`src/rtl/div_unit.sv`:
```
// Iterative radix-2 restoring divider for RV32M DIV/DIVU/REM/REMU.
// One quotient bit per cycle; divide-by-zero and signed overflow bypass the loop.
module div_unit #(
  parameter int WIDTH = 32,
  parameter int CNT_W = 6
) (
  input  logic             clk,
  input  logic             rst_n,
  input  logic             in_valid,
  output logic             in_ready,
  input  logic [WIDTH-1:0] op1,
  input  logic [WIDTH-1:0] op2,
  input  logic [6:0]       opcode,
  input  logic [2:0]       funct3,
  input  logic [6:0]       funct7,
  input  logic             flush,
  output logic             out_valid,
  input  logic             out_ready,
  output logic [WIDTH-1:0] result,
  output logic             busy,
  output logic             div_zero
);

  localparam logic [6:0]       OPCODE_OP = 7'b0110011;
  localparam logic [6:0]       FUNCT7_M  = 7'b0000001;
  localparam logic [WIDTH-1:0] MOST_NEG  = {1'b1, {(WIDTH-1){1'b0}}};
  localparam logic [CNT_W-1:0] LAST_STEP = CNT_W'(WIDTH - 1);

  typedef enum logic [1:0] {
    S_IDLE,
    S_DIVIDE,
    S_DONE
  } state_e;

  state_e             state_q, state_d;
  logic [WIDTH-1:0]   rem_q, rem_d;
  logic [WIDTH-1:0]   quo_q, quo_d;
  logic [WIDTH-1:0]   dsr_q, dsr_d;
  logic [CNT_W-1:0]   cnt_q, cnt_d;
  logic               signed_q, signed_d;
  logic               rem_sel_q, rem_sel_d;
  logic               dvd_neg_q, dvd_neg_d;
  logic               dsr_neg_q, dsr_neg_d;
  logic [WIDTH-1:0]   result_q, result_d;
  logic               div_zero_q, div_zero_d;

  // Decode and operand conditioning for the accept cycle
  logic               accept;
  logic               in_signed;
  logic               op1_neg, op2_neg;
  logic [WIDTH-1:0]   op1_abs, op2_abs;
  logic               overflow;

  assign accept    = in_valid && (state_q == S_IDLE) && (opcode == OPCODE_OP)
                     && (funct7 == FUNCT7_M) && funct3[2];
  assign in_signed = ~funct3[0];
  assign op1_neg   = in_signed & op1[WIDTH-1];
  assign op2_neg   = in_signed & op2[WIDTH-1];
  assign op1_abs   = op1_neg ? -op1 : op1;
  assign op2_abs   = op2_neg ? -op2 : op2;
  assign overflow  = in_signed && (op1 == MOST_NEG) && (op2 == '1);

  // One restoring step: the trial difference is one bit wider so its sign bit
  // tells whether the shifted partial remainder reached the divisor.
  logic [WIDTH:0]     rem_shift;
  logic [WIDTH:0]     trial;
  logic               step_ok;
  logic [WIDTH-1:0]   rem_next;
  logic [WIDTH-1:0]   quo_next;
  logic [WIDTH-1:0]   quo_fix;
  logic [WIDTH-1:0]   rem_fix;

  assign rem_shift = {rem_q, quo_q[WIDTH-1]};
  assign trial     = rem_shift - {1'b0, dsr_q};
  assign step_ok   = ~trial[WIDTH];
  assign rem_next  = step_ok ? trial[WIDTH-1:0] : rem_shift[WIDTH-1:0];
  assign quo_next  = {quo_q[WIDTH-2:0], step_ok};
  assign quo_fix   = (signed_q && (dvd_neg_q ^ dsr_neg_q)) ? -quo_next : quo_next;
  assign rem_fix   = (signed_q && dvd_neg_q) ? -rem_next : rem_next;

  // NOTE: every signal driven here gets a default first, so no path can leave
  // one unassigned and infer a latch.
  always_comb begin
    state_d    = state_q;
    rem_d      = rem_q;
    quo_d      = quo_q;
    dsr_d      = dsr_q;
    cnt_d      = cnt_q;
    signed_d   = signed_q;
    rem_sel_d  = rem_sel_q;
    dvd_neg_d  = dvd_neg_q;
    dsr_neg_d  = dsr_neg_q;
    result_d   = result_q;
    div_zero_d = div_zero_q;

    if (flush) begin
      state_d = S_IDLE;
    end else begin
      unique case (state_q)
        S_IDLE: begin
          if (accept) begin
            signed_d   = in_signed;
            rem_sel_d  = funct3[1];
            dvd_neg_d  = op1_neg;
            dsr_neg_d  = op2_neg;
            dsr_d      = op2_abs;
            quo_d      = op1_abs;
            rem_d      = '0;
            cnt_d      = '0;
            div_zero_d = 1'b0;
            if (op2 == '0) begin
              result_d   = funct3[1] ? op1 : '1;
              div_zero_d = 1'b1;
              state_d    = S_DONE;
            end else if (overflow) begin
              result_d = funct3[1] ? '0 : op1;
              state_d  = S_DONE;
            end else begin
              state_d = S_DIVIDE;
            end
          end
        end
        S_DIVIDE: begin
          rem_d = rem_next;
          quo_d = quo_next;
          cnt_d = cnt_q + CNT_W'(1);
          if (cnt_q == LAST_STEP) begin
            result_d = rem_sel_q ? rem_fix : quo_fix;
            state_d  = S_DONE;
          end
        end
        S_DONE: begin
          if (out_ready) state_d = S_IDLE;
        end
        default: state_d = S_IDLE;
      endcase
    end
  end

  // NOTE: state registers use non-blocking assignments so every flop samples
  // the pre-edge values regardless of statement order.
  always_ff @(posedge clk or negedge rst_n) begin
    if (!rst_n) begin
      state_q    <= S_IDLE;
      rem_q      <= '0;
      quo_q      <= '0;
      dsr_q      <= '0;
      cnt_q      <= '0;
      signed_q   <= 1'b0;
      rem_sel_q  <= 1'b0;
      dvd_neg_q  <= 1'b0;
      dsr_neg_q  <= 1'b0;
      result_q   <= '0;
      div_zero_q <= 1'b0;
    end else begin
      state_q    <= state_d;
      rem_q      <= rem_d;
      quo_q      <= quo_d;
      dsr_q      <= dsr_d;
      cnt_q      <= cnt_d;
      signed_q   <= signed_d;
      rem_sel_q  <= rem_sel_d;
      dvd_neg_q  <= dvd_neg_d;
      dsr_neg_q  <= dsr_neg_d;
      result_q   <= result_d;
      div_zero_q <= div_zero_d;
    end
  end

  assign in_ready  = (state_q == S_IDLE);
  assign out_valid = (state_q == S_DONE);
  assign busy      = (state_q != S_IDLE);
  assign result    = result_q;
  assign div_zero  = div_zero_q;

endmodule

```
`config.mk`:
```
export PLATFORM = sky130hd
export DESIGN_NAME = div_unit
export DESIGN_NICKNAME = d
export VERILOG_FILES = /design/src/rtl/div_unit.sv
export SDC_FILE = /design/constraint.sdc
export NUM_CORES = 1
export LEC_CHECK = 0
export ABC_AREA = 1
export ABC_CLOCK_PERIOD_IN_PS = 10300
export BUFFER_PORTS_ARGS = -buffer_cell sky130_fd_sc_hd__buf_2
export CELL_PAD_IN_SITES_DETAIL_PLACEMENT = 1
export CELL_PAD_IN_SITES_GLOBAL_PLACEMENT = 1
export CORE_ASPECT_RATIO = 1.1
export CORE_MARGIN = 3
export CORE_UTILIZATION = 46
export CTS_CLUSTER_SIZE = 16
export DETAILED_ROUTE_END_ITERATION = 8
export PLACE_DENSITY_LB_ADDON = 0.1
export SETUP_SLACK_MARGIN = 0.2
export SLEW_MARGIN = 10
export SYNTH_ARGS = -nofsm -noshare
export SYNTH_HDL_FRONTEND = slang
export SYNTH_SLANG_ARGS = --single-unit
```
`constraint.sdc`:
```
create_clock -name clk -period 10.3 [get_ports clk]
set_clock_uncertainty 0.15 [all_clocks]
set_input_delay 1.03 -clock clk [delete_from_list [all_inputs] [get_ports clk]]
set_output_delay 1.03 -clock clk [all_outputs]
set_load 0.01 [all_outputs]
```
======== Word-level counts from Yosys, hierarchy flattened ========
Index checks and enable logic that the tools add are counted.
operators by class
  reduce and logical (&&, ||, !) cells .... 16
  bitwise operators ....................... 6
  eq/ne operators ......................... 13
  $add $sub $neg .......................... 6
  mux-type cells .......................... 27
operators with widths
  kind                    count
  $mux W32                14
  $pmux W32 S2            3
  $neg A32 Y32            4
  $eq A32 B32 Y1 const B  2
  $sub A33 B32 Y33        1
  $logic_not A32 Y1       1
  $mux W2                 6
  $pmux W6 S2             1
  $reduce_and A3 Y1       3
  $logic_and A1 B1 Y1     8
  $eq A7 B1 Y1 const B    1
  $eq A7 B6 Y1 const B    1
  $add A6 B1 Y6 const B   1
  $eq A6 B5 Y1 const B    1
  $mux W6                 1
  $ne A3 B1 Y1 const B    2
  $pmux W2 S3             1
  $reduce_and A5 Y1       1
  $reduce_bool A2 Y1      2
  $ne A3 B2 Y1 const B    1
  $ne A3 B3 Y1 const B    1
  $not A1 Y1              3
  $and A1 B1 Y1           2
  $eq A2 B1 Y1 const B    1
  other kinds (6)         6
storage, ports and cells
  input port bits ......................... 86
  flip-flop bits (word level) ............. 141

======== Logic depth before layout (Yosys ltp) ========
Gate-level depths: netlist (run 1).
  depth after elaboration ................. 8
  mapped depth ............................ 32

======== Least setup slack after synthesis (run 1) ========
OpenSTA, ideal clock, no wires.
  path kind ............................... register -> register
  start point ............................. register quo_q[31]
  end point ............................... register result_q[24] (netlist: result[24])
  data required time ...................... 10033 ps
  buffers on the path ..................... 1
  setup slack ............................. 6163 ps
  data arrival time ....................... 3870 ps
  setup time .............................. 117 ps
  stages on the path, launching flop included .. 30
  path through ............................ dfrtp_1 > inv_1 > ha_1 > inv_1 > fa_1 > nand2_1 > nand2_1 > nand3_1 > nand2_1 > nand2_1 > nand2_2 > nand2_4 > nand3_2 > nand2_8 > buf_4 > ha_1 > inv_1 > nor3_1 > nand3_1 > nor3_1 > nand2_1 > nor2_1 > nand4_1 > o21ai_0 > o21ai_0 > xor2_1 > a21oi_1 > nand2_1 > nand2_1 > nand2_1
between the ends
  word-level cells in the longest chain between the ends .. 7
  elaborated cells between the ends (all ways) .. 10
  those cells by class .................... add/sub: 3; mux: 6; bitwise: 1
RTL lines
  what                                           RTL line  text
  from (decl)                                    37        logic [WIDTH-1:0] quo_q, quo_d;
  from (signal assigned)                         158       quo_q <= quo_d;
  $sub A33 B32 Y33                               74        assign trial = rem_shift - {1'b0, dsr_q};
  $mux W32 / $not A1 Y1 (equally long branches)  76, 75
  $neg A32 Y32, on equally long branches         79, 78
  $mux W32, on equally long branches             79, 78
  $mux W32 *                                     128       result_d = rem_sel_q ? rem_fix : quo_fix;
  $mux W32 *                                     127       if (cnt_q == LAST_STEP) begin
  $pmux W32 S2 *                                 99        unique case (state_q)
  to (signal assigned)                           165       result_q <= result_d;
  to (decl)                                      44        logic [WIDTH-1:0] result_q, result_d;
Every way passes the cells marked *; elsewhere a longest branch is shown, timed or not. The select of a mux whose other input is x is not followed.
A chain may end at the register's enable or synchronous reset.

======== Final worst setup path (run 1) ========
Ends and elaborated chain as after synthesis.

==> results of run 1 <==
[layout make-up]
type | count | area (sq um) | area share (%)
clock buffer | 17 | 425 | 2.95
clock inverter | 15 | 175 | 1.22
inverter | 273 | 1020 | 7.11
multi-input combinational | 1647 | 8110 | 56.3
sequential | 141 | 3530 | 24.5
tap | 357 | 447 | 3.10
timing repair buffer | 133 | 702 | 4.87
[synthesized netlist by cell type, drive strengths merged, types with 2 or more instances]
library cell    n
nand2         686
inv           272
nor2          229
o21ai         208
dfrtp         141
nand3         130
a21oi          99
clkbuf         59
xor2           46
ha             38
nor3           38
a31oi          34
nand4          26
o22ai          20
buf            17
o211ai         17
xnor2          14
nor4           13
o221ai         10
nand3b          7
o21bai          7
or2             7
o31ai           4
a21o            2
and2            2
and3            2
maj3            2
[where the power goes]
group	total [mW]	internal [mW]	switching, mW
Clock	0.650	0.346	0.303
Sequential	0.932	0.744	0.188
Combinational	2.87	0.831	2.04
[path summary, 6_finish.rpt]
check	depth (start not counted)	to	slack (ps)	from
max in group asynchronous	2	quo_q[26]$_DFFE_PN0P_	8140	rst_n
max reg2reg	28	result[24]$_DFFE_PN0P_	4960	quo_q[31]$_DFFE_PN0P_
min	2	result[27]$_DFFE_PN0P_	330	result[27]$_DFFE_PN0P_
min reg2reg	2	result[27]$_DFFE_PN0P_	330	result[27]$_DFFE_PN0P_
max	28	result[24]$_DFFE_PN0P_	4960	quo_q[31]$_DFFE_PN0P_
min in group asynchronous	1	dsr_q[12]$_DFFE_PN0P_	470	rst_n
[cell families (layout without fill, tap and decap cells)]
family / count (synthesis) / after routing / synth area share [%]
and+or+nand+nor: 1141 / 1141 / 36.9
adders and majority gates: 41 / 41 / 3.96
AOI/OAI and AO/OA: 405 / 405 / 17.4
xor gates and xnor gates: 60 / 60 / 4.04
buffers and inverters: 349 / 438 / 10.6
DFF: 141 / 141 / 27.1
[flip-flops by register name, summed over array words and instances, names as in the netlist]
signal     count
signed_q       1
dsr_neg_q      1
state_q        2
rem_sel_q      1
dsr_q         32
result        32
quo_q         32
dvd_neg_q      1
cnt_q          6
div_zero       1
rem_q         32
[metal layers]
| metal | part of all wire, % | up-vias | routed length (microns) |
|---|---|---|---|
| li1 | - | 7091 | - |
| met1 | 44 | 7316 | 22700 |
| met2 | 49 | 335 | 24900 |
| met3 | 3.5 | 94 | 1780 |
| met4 | 3.7 | 0 | 1910 |
| met5 | 0 | - | 0 |
[cells in the final DEF, fill, tap and decap left out, types with 7 or more instances in the layout]
cell and instances:
nand2_2 12, o211ai_1 17, clkbuf_16 17, xnor2_1 14, o21ai_1 10, o21ai_0 192
buf_4 12, nor2_1 218, dfrtp_1 141, o221ai_1 10, ha_1 38, nor2_2 9
nand3b_1 7, inv_1 266, nand4_1 26, o22ai_1 20, xor2_1 46, nor3_1 34
a31oi_1 34, nand3_1 127, nor4_1 13, buf_2 120, nand2_1 669, a21oi_1 97
[per-stage QoR]
step | instance area, sq um | worst slack, ps | std cells | power [mW] | hold WS, ps
floorplan | 13000 | 6160 | 2137 | 2.87 | 303
global placement | 13800 | 5100 | 2551 | 3.62 | 309
detailed placement | 13800 | 5050 | 2551 | 3.72 | 314
CTS | 14400 | 5050 | 2583 | 4.41 | 332
global route | 14400 | 4540 | 2583 | 4.84 | 362
finish | 14400 | 4960 | 2583 | 4.45 | 331
[worst register-to-register path, delay by kind of cell, from the launching register on]
| family | cells | cell delay, ps |
|---|---|---|
| buffers and inverters | 3 | 250 |
| XOR/XNOR | 1 | 180 |
| flip-flops | 1 | 370 |
| AO/OA/AOI/OAI | 3 | 690 |
| AND/OR/NAND/NOR | 18 | 2780 |
| adder cells (fa/ha/maj) | 3 | 830 |
==> out/qor.txt, run 1 <==
Status = completed
Tcrit/Tclk final = 51.9%
Initial cell density of the core = 47.5%
Cell class contributing the biggest share of worst-path delay = simple AND/OR/NAND/NOR gates
Number of DRC violations after detailed routing = 0
Number of nets in the synthesized netlist = 2262
Sequential element share of the synthesized area = 27.1%
Area of the mapped netlist = 13000 sq um
Total vias in the final route = 14800
Post-synth ARST share = 100%
Type of element capturing the critical path = flip-flop
Antenna violations before repair = 0
Global router's overall resource usage = 33.4%
Number of hold buffers added after cts = 0
Clock tree from TritonCTS = done
Nets@finish = 2338
Global-route wire length before repair = 81800 microns
Boundary pin count = 122
Final number of max-transition violations = 0
Die area = 30400 sq um
Chip Width = 166 microns
CP max stage cell = fa_1
Detailed placer's ending HPWL = 39700 microns
WP data arrival = 5530 ps
Area growth from synthesis to layout = 10.7%
Slowest stage delay, CP = 420 ps
Global routing's busiest layer = met2
Clock transition at the registers of the reported paths = 70 ps
Buffer levels on the longest clock path = 2
Critical path fanouts, max = 45
Met1 usage in global routing = 42.7%
Clock root buffer = clkbuf_16
P per Cell Area = 309 nW/um^2
Setup Buffers After CTS = 0
Most numerous cell on the critical path = nand2_1
Number of synthesized register bits = 141
Setup repair after global routing missed its margin = false
Proportion of layout cells with a drive suffix above 1 = 9.97%
Area fraction of the dominant cell type after synthesis = 27.1%
CTS Buf Count = 17
Time the final worst path needs with I/O delays and setup = 5340 ps
Core area = 27400 sq um
Total global routing overflow = 0
Count of antenna diodes in the layout = 0
Count of filler cells inserted in the layout = 3917
Number of max-cap violations = 0
Maximum clock frequency = 187 MHz
Final Setup Violations = 0
Routed wire length = 51200 microns
Pin count of the biggest net entering global routing = 92
Transition at the pin with the smallest max-transition slack = 1100 ps
Die height = 182 microns
First-pass DRT Iterations = 7
Count of input and output buffers = 121
Max-slew headroom at the worst pin = 26.4%
Total of warnings raised by yosys = 0
Met3 usage in global routing = 3.49%
Met2 usage in global routing = 58.9%
Critical path type = flip-flop to flip-flop
Leak Pwr = 7.34 nW
Category of the worst setup path launch point = flip-flop
CTS H-Tree Depth = 4
Post-layout utilization of the core = 52.5%
Num Clock Sinks = 141
Clock insertion delay at the later pin of the skew report = 460 ps
Antenna viol nets, final = 0
Kind of path behind the tightest hold check = flip-flop to flip-flop
Post-Syn Area per Cell = 6.09 sq um
Required time at the worst-slack endpoint = 10490 ps
Placer Congestion = 0.949
Setup TNS = 0 ps
WL/cell = 19.8 microns
Number of synthesized flops with an enable pin = 0
Post-CTS sizing = 0
Total buffers and inverters traversed by the critical path = 3
Vias in the first global route = 15200
Drt via density = 5.74
Number of distinct standard cells referenced by the synthesized netlist = 53
Instance count of the mapped netlist = 2137
Total count of hold-check failures in the final report = 0
Rows = 63
Worst voltage drop across the vdd grid = 0.132 mV
Most area-hungry cell type in the Yosys netlist = dfrtp_1
Ranking of synthesized cells by area = dfrtp_1 (27%), nand2_1 (19%), inv_1 (7.7%)
Primary flip-flop cell chosen by synthesis mapping = dfrtp_1
Number of DRC markers in iteration 0 = 1013
(Power assumes the default switching activity.)
==> inputs of run 2 (changes only) <==
--- a/config.mk
+++ b/config.mk
@@ -6,13 +6,13 @@
 export NUM_CORES = 1
 export LEC_CHECK = 0
 export ABC_AREA = 1
-export ABC_CLOCK_PERIOD_IN_PS = 10300
+export ABC_CLOCK_PERIOD_IN_PS = 4900
 export BUFFER_PORTS_ARGS = -buffer_cell sky130_fd_sc_hd__buf_2
 export CELL_PAD_IN_SITES_DETAIL_PLACEMENT = 1
 export CELL_PAD_IN_SITES_GLOBAL_PLACEMENT = 1
 export CORE_ASPECT_RATIO = 1.1
 export CORE_MARGIN = 3
-export CORE_UTILIZATION = 46
+export CORE_UTILIZATION = 39
 export CTS_CLUSTER_SIZE = 16
 export DETAILED_ROUTE_END_ITERATION = 8
 export PLACE_DENSITY_LB_ADDON = 0.1
==> constraint.sdc (replaced) <==
create_clock -name clk -period 4.9 [get_ports clk]
set_clock_uncertainty 0.15 [all_clocks]
set_input_delay 0.49 -clock clk [delete_from_list [all_inputs] [get_ports clk]]
set_output_delay 0.49 -clock clk [all_outputs]
set_load 0.01 [all_outputs]
==> out/qor.txt, run 2 (synthesized netlist as in run 1, its figures left out) <==
Setup repair after global routing missed its margin = false
Worst voltage drop across the vdd grid = 0.341 mV (+160%)
Die area = 35600 sq um (+17%)
Placer Congestion = 0.916 (-3.5%)
Critical path type = flip-flop to flip-flop
Antenna viol nets, final = 0 (unchanged)
Category of the worst setup path launch point = flip-flop
Critical register-to-register path endpoint = result[30]$_DFFE_PN0P_
Boundary pin count = 122 (unchanged)
Routed wire length = 51100 microns (-0.30%)
Clock insertion delay at the later pin of the skew report = 450 ps (about the same)
Status = completed
Setup slack, reg-to-reg = 550 ps (-4410 ps)
Post-placement worst setup slack = 191 ps (-4860 ps)
Number of DRC markers in iteration 0 = 940 (-7.2%)
Final number of max-transition violations = 0 (unchanged)
Clock transition at the registers of the reported paths = 70 ps (about the same)
Post-route design area = 14700 sq um (+1.7%)
Time the final worst path needs with I/O delays and setup = 4350 ps (-992 ps)
Num Clock Sinks = 141 (unchanged)
Most frequent standard cell in the layout excluding fill and tap cells = nand2_1
Hold Crit Endpoint = dsr_q[31]$_DFFE_PN0P_
Area post-placement = 14000 sq um (+1.1%)
Vias in the first global route = 15000 (-1.5%)
Clock tree from TritonCTS = done
Number of DRC violations after detailed routing = 0 (unchanged)
Power after layout = 9.25 mW (+110%)
Kind of path behind the tightest hold check = input port to flip-flop
Final Setup Violations = 0 (unchanged)
Leak Pwr = 7.41 nW (+0.93%)
Reg2reg path depth = 27 (-3.6%)
Global-route wire length before repair = 81300 microns (-0.57%)
Initial cell density of the core = 39.9% (-7.6 points)
Number of cells on the worst hold path = 3 (+1)
Drt via density = 5.44 (-5.3%)
Setup TNS = 0 ps (unchanged)
Chip Width = 180 microns (+8.3%)
Rows = 69 (+9.5%)
First-pass DRT Iterations = 5 (-2)
Buffer levels on the longest clock path = 2 (unchanged)
P per Cell Area = 631 nW/um^2 (+100%)
Count of antenna diodes in the layout = 0 (unchanged)
Pin count of the biggest net entering global routing = 92 (unchanged)
WL/cell = 19.2 microns (-3.4%)
Minimum setup slack in the final design = 550 ps (-4410 ps)
Clock root buffer = clkbuf_16
Area growth from synthesis to layout = 12.6%
Nets@finish = 2353 (+0.64%)
Total count of hold-check failures in the final report = 0 (unchanged)
Total global routing overflow = 0 (unchanged)
CTS H-Tree Depth = 4 (unchanged)
Tcrit/Tclk final = 88.8% (+37 points)
Number of max-cap violations = 0 (unchanged)
WP data arrival = 4540 ps (-990 ps)
Critical path fanouts, max = 6 (-87%)
Maximum clock frequency = 230 MHz (+23%)
Max-slew headroom at the worst pin = 20.5% (-5.9 points)
Startpoint of the worst register-to-register path = rem_q[9]$_DFFE_PN0P_
Global router's overall resource usage = 28.5% (-4.9 points)
Total vias in the final route = 14500 (-2.3%)
Count of input and output buffers = 121 (unchanged)
Transition at the pin with the smallest max-transition slack = 1190 ps (+88.7 ps)
Type of element capturing the critical path = flip-flop
Core area = 32600 sq um (+19%)
CTS Buf Count = 17 (unchanged)
Proportion of layout cells with a drive suffix above 1 = 11.0% (+1.1 points)
Count of filler cells inserted in the layout = 4511 (+15%)
Startpoint of the most critical hold path = op2[31]
Most used cells in the layout excluding fill and tap cells = nand2_1 (666), inv_1 (265), nor2_1 (216), o21ai_0 (191), dfrtp_1 (141)
Required time at the worst-slack endpoint = 5090 ps (-5400 ps)
Antenna violations before repair = 0 (unchanged)
Detailed placer's ending HPWL = 40200 microns (+1.3%)
Die height = 198 microns (+8.3%)
## run 2: timing repair
item                                   in CTS  in global routing
setup buffers                               0                  4
gates cloned                                0                  2
hold buffers                                1                  0
resized for setup                           1                 17
setup endpoints to repair                   2                 13
endpoints found under the hold margin      63                  0
pin swaps                                   0                 11
## run 2: area by class of cell
cell class	count	area (sq um)	area share (%)
Clock buffer	20	467	3.18
Clock inverter	10	92.6	0.632
Inverter	273	1020	6.99
Multi-Input combinational cell	1649	8190	55.9
Sequential cell	141	3530	24.1
Tap cell	426	533	3.64
Timing Repair Buffer	146	822	5.61
## run 2: layer usage
layer,vias up,global-route usage (%),wire [microns]
met4,0,9.33,1540
met5,-,0,0
met3,80,3.15,1570
li1,7103,-,-
met1,7039,36.9,23200
met2,277,49.9,24800
## run 2: metrics by stage
stage          hold slack [ps]  cells  utilization [%]
2_1_floorplan             44.4   2137                -
3_3_place_gp               308   2628             42.8
3_5_place_dp               314   2628             42.8
4_1_cts                    192   2659             44.5
5_1_grt                    223   2665             44.9
6_report                   210   2665             44.9
## run 2: worst max path at each step
stage	to	slack (ps)	cells after the start	start
detailed placement	result[30]$_DFFE_PN0P_	190	29	quo_q[31]$_DFFE_PN0P_
global route	result[28]$_DFFE_PN0P_	210	30	quo_q[31]$_DFFE_PN0P_
finish	result[30]$_DFFE_PN0P_	550	27	rem_q[9]$_DFFE_PN0P_
CTS	result[24]$_DFFE_PN0P_	170	28	quo_q[31]$_DFFE_PN0P_
floorplan	result[24]$_DFFE_PN0P_	760	29	quo_q[31]$_DFFE_PN0P_
global placement	result[30]$_DFFE_PN0P_	290	29	quo_q[31]$_DFFE_PN0P_
## run 2: power breakdown
group | switching [mW] | internal, mW
logic | 4.21 | 1.81
registers | 0.384 | 1.57
clock network | 0.543 | 0.730
## run 2: critical path, cell delays in order (launching register included)
cell and delay, ps:
dfrtp_1 450, ha_1 380, nand2_1 130, inv_2 80, nand2_1 80, nor3_2 160, nand2_1 90, nand2_2 100
nand2_4 90, nand2_2 120, nand2_4 110, nand2_8 90, ha_2 170, inv_1 60, nor3_2 200, nand3_1 130
nor3_2 210, nand2_1 130, nor2_4 160, nand4_1 200, nor3_2 310, a31oi_1 130, o21ai_0 170, a21oi_1 60
nor2_1 90, nand2_1 70, nand2_1 60, nand2_1 60
==> inputs of run 3 (changes only) <==
--- a/config.mk
+++ b/config.mk
@@ -6,13 +6,13 @@
 export NUM_CORES = 1
 export LEC_CHECK = 0
 export ABC_AREA = 1
-export ABC_CLOCK_PERIOD_IN_PS = 4900
+export ABC_CLOCK_PERIOD_IN_PS = 4300
 export BUFFER_PORTS_ARGS = -buffer_cell sky130_fd_sc_hd__buf_2
 export CELL_PAD_IN_SITES_DETAIL_PLACEMENT = 1
 export CELL_PAD_IN_SITES_GLOBAL_PLACEMENT = 1
 export CORE_ASPECT_RATIO = 1.1
 export CORE_MARGIN = 3
-export CORE_UTILIZATION = 39
+export CORE_UTILIZATION = 43
 export CTS_CLUSTER_SIZE = 16
 export DETAILED_ROUTE_END_ITERATION = 8
 export PLACE_DENSITY_LB_ADDON = 0.1
==> constraint.sdc (replaced) <==
create_clock -name clk -period 4.3 [get_ports clk]
set_clock_uncertainty 0.15 [all_clocks]
set_input_delay 0.43 -clock clk [delete_from_list [all_inputs] [get_ports clk]]
set_output_delay 0.43 -clock clk [all_outputs]
set_load 0.01 [all_outputs]
==> out/qor.txt, run 3 (synthesized netlist as in run 1, its figures left out) <==
Power after layout = 12.0 mW (+30%)
Area post-placement = 14400 sq um (+3.1%)
Fraction of power spent switching nets = 53.2% (-2.4 points)
Boundary pin count = 122 (unchanged)
Buffer levels on the longest clock path = 2 (unchanged)
Minimum setup slack in the final design = 79.4 ps (-471 ps)
Most used cells in the layout excluding fill and tap cells = nand2_1 (658), inv_1 (258), nor2_1 (212), o21ai_0 (186), dfrtp_1 (135)
Setup repair after global routing missed its margin = true
Post-route design area = 15700 sq um (+7.4%)
Die area = 32400 sq um (-9.0%)
Stages on the worst setup path = 30 (+11%)
Time the final worst path needs with I/O delays and setup = 4220 ps (-129 ps)
WP data arrival = 4420 ps (-120 ps)
Number of max-cap violations = 0 (unchanged)
Total buffers and inverters traversed by the critical path = 4 (+2)
Most numerous cell on the critical path = nand2_1
Drt via density = 5.68 (+4.4%)
Total vias in the final route = 15300 (+5.6%)
WL/cell = 20.2 microns (+5.5%)
Wl on met1 = 23600 microns (+1.6%)
Flop pwr share = 18.8% (-2.3 points)
Number of cells on the worst hold path = 2 (-1)
Vias in the first global route = 15400 (+3.1%)
Clock insertion delay at the later pin of the skew report = 460 ps (about the same)
Cell class contributing the biggest share of worst-path delay = simple AND/OR/NAND/NOR gates
Total global routing overflow = 0 (unchanged)
Category of the worst setup path launch point = flip-flop
Required time at the worst-slack endpoint = 4500 ps (-590 ps)
P per Cell Area = 761 nW/um^2 (+21%)
CTS H-Tree Depth = 4 (unchanged)
Post-layout utilization of the core = 53.0% (+8.0 points)
Proportion of layout cells with a drive suffix above 1 = 16.5% (+5.4 points)
Rows = 66 (-4.3%)
Count of antenna diodes in the layout = 0 (unchanged)
CP max stage cell = dfrtp_1
Internal cell power = 5.61 mW (+36%)
Kind of path behind the tightest hold check = input port to flip-flop
Transition at the pin with the smallest max-transition slack = 1180 ps (-12.0 ps)
Count of input and output buffers = 121 (unchanged)
Routed wire length = 54500 microns (+6.6%)
Final Setup Violations = 0 (unchanged)
Antenna violations before repair = 0 (unchanged)
Detailed placer's ending HPWL = 40600 microns (+0.95%)
Clock transition at the registers of the reported paths = 80 ps (about the same)
Pin count of the biggest net entering global routing = 92 (unchanged)
Global router's overall resource usage = 32.4% (+3.9 points)
Reg2reg path depth = 30 (+11%)
Clock tree from TritonCTS = done
Status = completed
Initial cell density of the core = 43.8% (+3.9 points)
Critical path fanouts, max = 4 (-2)
Slowest stage delay, CP = 440 ps (about the same)
Critical path type = flip-flop to flip-flop
Global-route wire length before repair = 82300 microns (+1.2%)
Antenna viol nets, final = 0 (unchanged)
Max-slew headroom at the worst pin = 21.4% (+0.90 points)
Maximum clock frequency = 237 MHz (+3.1%)
Tcrit/Tclk final = 98.2% (+9.4 points)
Clock root buffer = clkbuf_16
Clock network power share = 14.7% (+0.9 points)
First-pass DRT Iterations = 5 (unchanged)
Final number of max-transition violations = 0 (unchanged)
Core area = 29700 sq um (-8.9%)
Post-Layout Cell Count = 2695 (+1.1%)
Net load switching power = 6.38 mW (+24%)
Met3 wirelength from detailed routing = 1980 microns (+26%)
Count of filler cells inserted in the layout = 4145 (-8.1%)
Area growth from synthesis to layout = 20.9%
Nets@finish = 2433 (+3.4%)
Chip Width = 172 microns (-4.6%)
Worst voltage drop across the vdd grid = 0.337 mV (-1.0%)
Dpl cells = 2638 (+0.38%)
Total count of hold-check failures in the final report = 0 (unchanged)
Post-placement worst setup slack = -15.5 ps (-206 ps)
CTS Buf Count = 17 (unchanged)
Number of DRC violations after detailed routing = 0 (unchanged)
Die height = 188 microns (-4.6%)
Number of DRC markers in iteration 0 = 994 (+5.7%)
Top metal layer carrying routed signals = met4
Type of element capturing the critical path = flip-flop
Placer Congestion = 0.897 (-2.0%)
Detail Route met2 WL = 26700 microns (+7.6%)
Leak Pwr = 7.89 nW (+6.5%)
Combinational power share = 66.4% (+1.2 points)
Most frequent standard cell in the layout excluding fill and tap cells = nand2_1
Num Clock Sinks = 141 (unchanged)
## run 3: power by group through the flow
stage | clock [mW] | combinational [mW] | sequential (mW)
2_1_floorplan | 0 | 4.73 | 2.16
3_3_place_gp | 0 | 6.92 | 2.19
3_5_place_dp | 0 | 7.13 | 2.21
4_1_cts | 1.77 | 7.25 | 2.20
5_1_grt | 1.84 | 8.78 | 2.31
6_report | 1.77 | 7.96 | 2.26
## run 3: cell type report
class / instances / area [sq um] / share of cell area [%]
repair buffers: 228 / 1500 / 9.50
clock buffers: 24 / 512 / 3.25
flip-flops and latches: 141 / 3540 / 22.5
inverters: 273 / 1030 / 6.54
clock inverters: 8 / 175 / 1.11
multi-input cells: 1647 / 8530 / 54.2
well taps: 374 / 468 / 2.97
## run 3: metrics by stage
step | TNS, ps | hold slack (ps)
6_report | 0 | 128
4_1_cts | 0 | 119
2_1_floorplan | 0 | -15.6
5_1_grt | -673 | 136
3_3_place_gp | 0 | 308
3_5_place_dp | -15.5 | 315
## run 3: repair_timing
action,CTS,global route
pin swaps,1,36
endpoints found under the setup margin,7,24
gates resized for setup,8,89
buffers inserted,1,22
cloned,0,1
hold endpoints to repair,78,0
hold buffers,1,0
## run 3: final timing paths
| kind | from | end | slack, ps |
|---|---|---|---|
| max in group asynchronous | rst_n | quo_q[16]$_DFFE_PN0P_ | 2710 |
| worst min register to register | result[25]$_DFFE_PN0P_ | result[25]$_DFFE_PN0P_ | 330 |
| min in group asynchronous | rst_n | dsr_q[15]$_DFFE_PN0P_ | 450 |
| worst max-delay path | rem_q[4]$_DFFE_PN0P_ | result[28]$_DFFE_PN0P_ | 80 |
| worst max register to register | rem_q[4]$_DFFE_PN0P_ | result[28]$_DFFE_PN0P_ | 80 |
| worst min-delay path | funct3[0] | signed_q$_DFFE_PN0P_ | 130 |
## run 3: per-layer routing
metal,track usage [%],up-vias
met5,0,-
met4,13.1,0
met3,3.04,124
met2,55.6,368
met1,41.8,7535
li1,-,7282
## run 3: worst register-to-register path: cells and delay by family, from the launching register on
family                   cells  cell delay, ps
AO/OA/AOI/OAI                1              40
adder cells (fa/ha/maj)      2             470
buffers and inverters        4             380
flip-flops                   1             440
AND/OR/NAND/NOR             23            2640
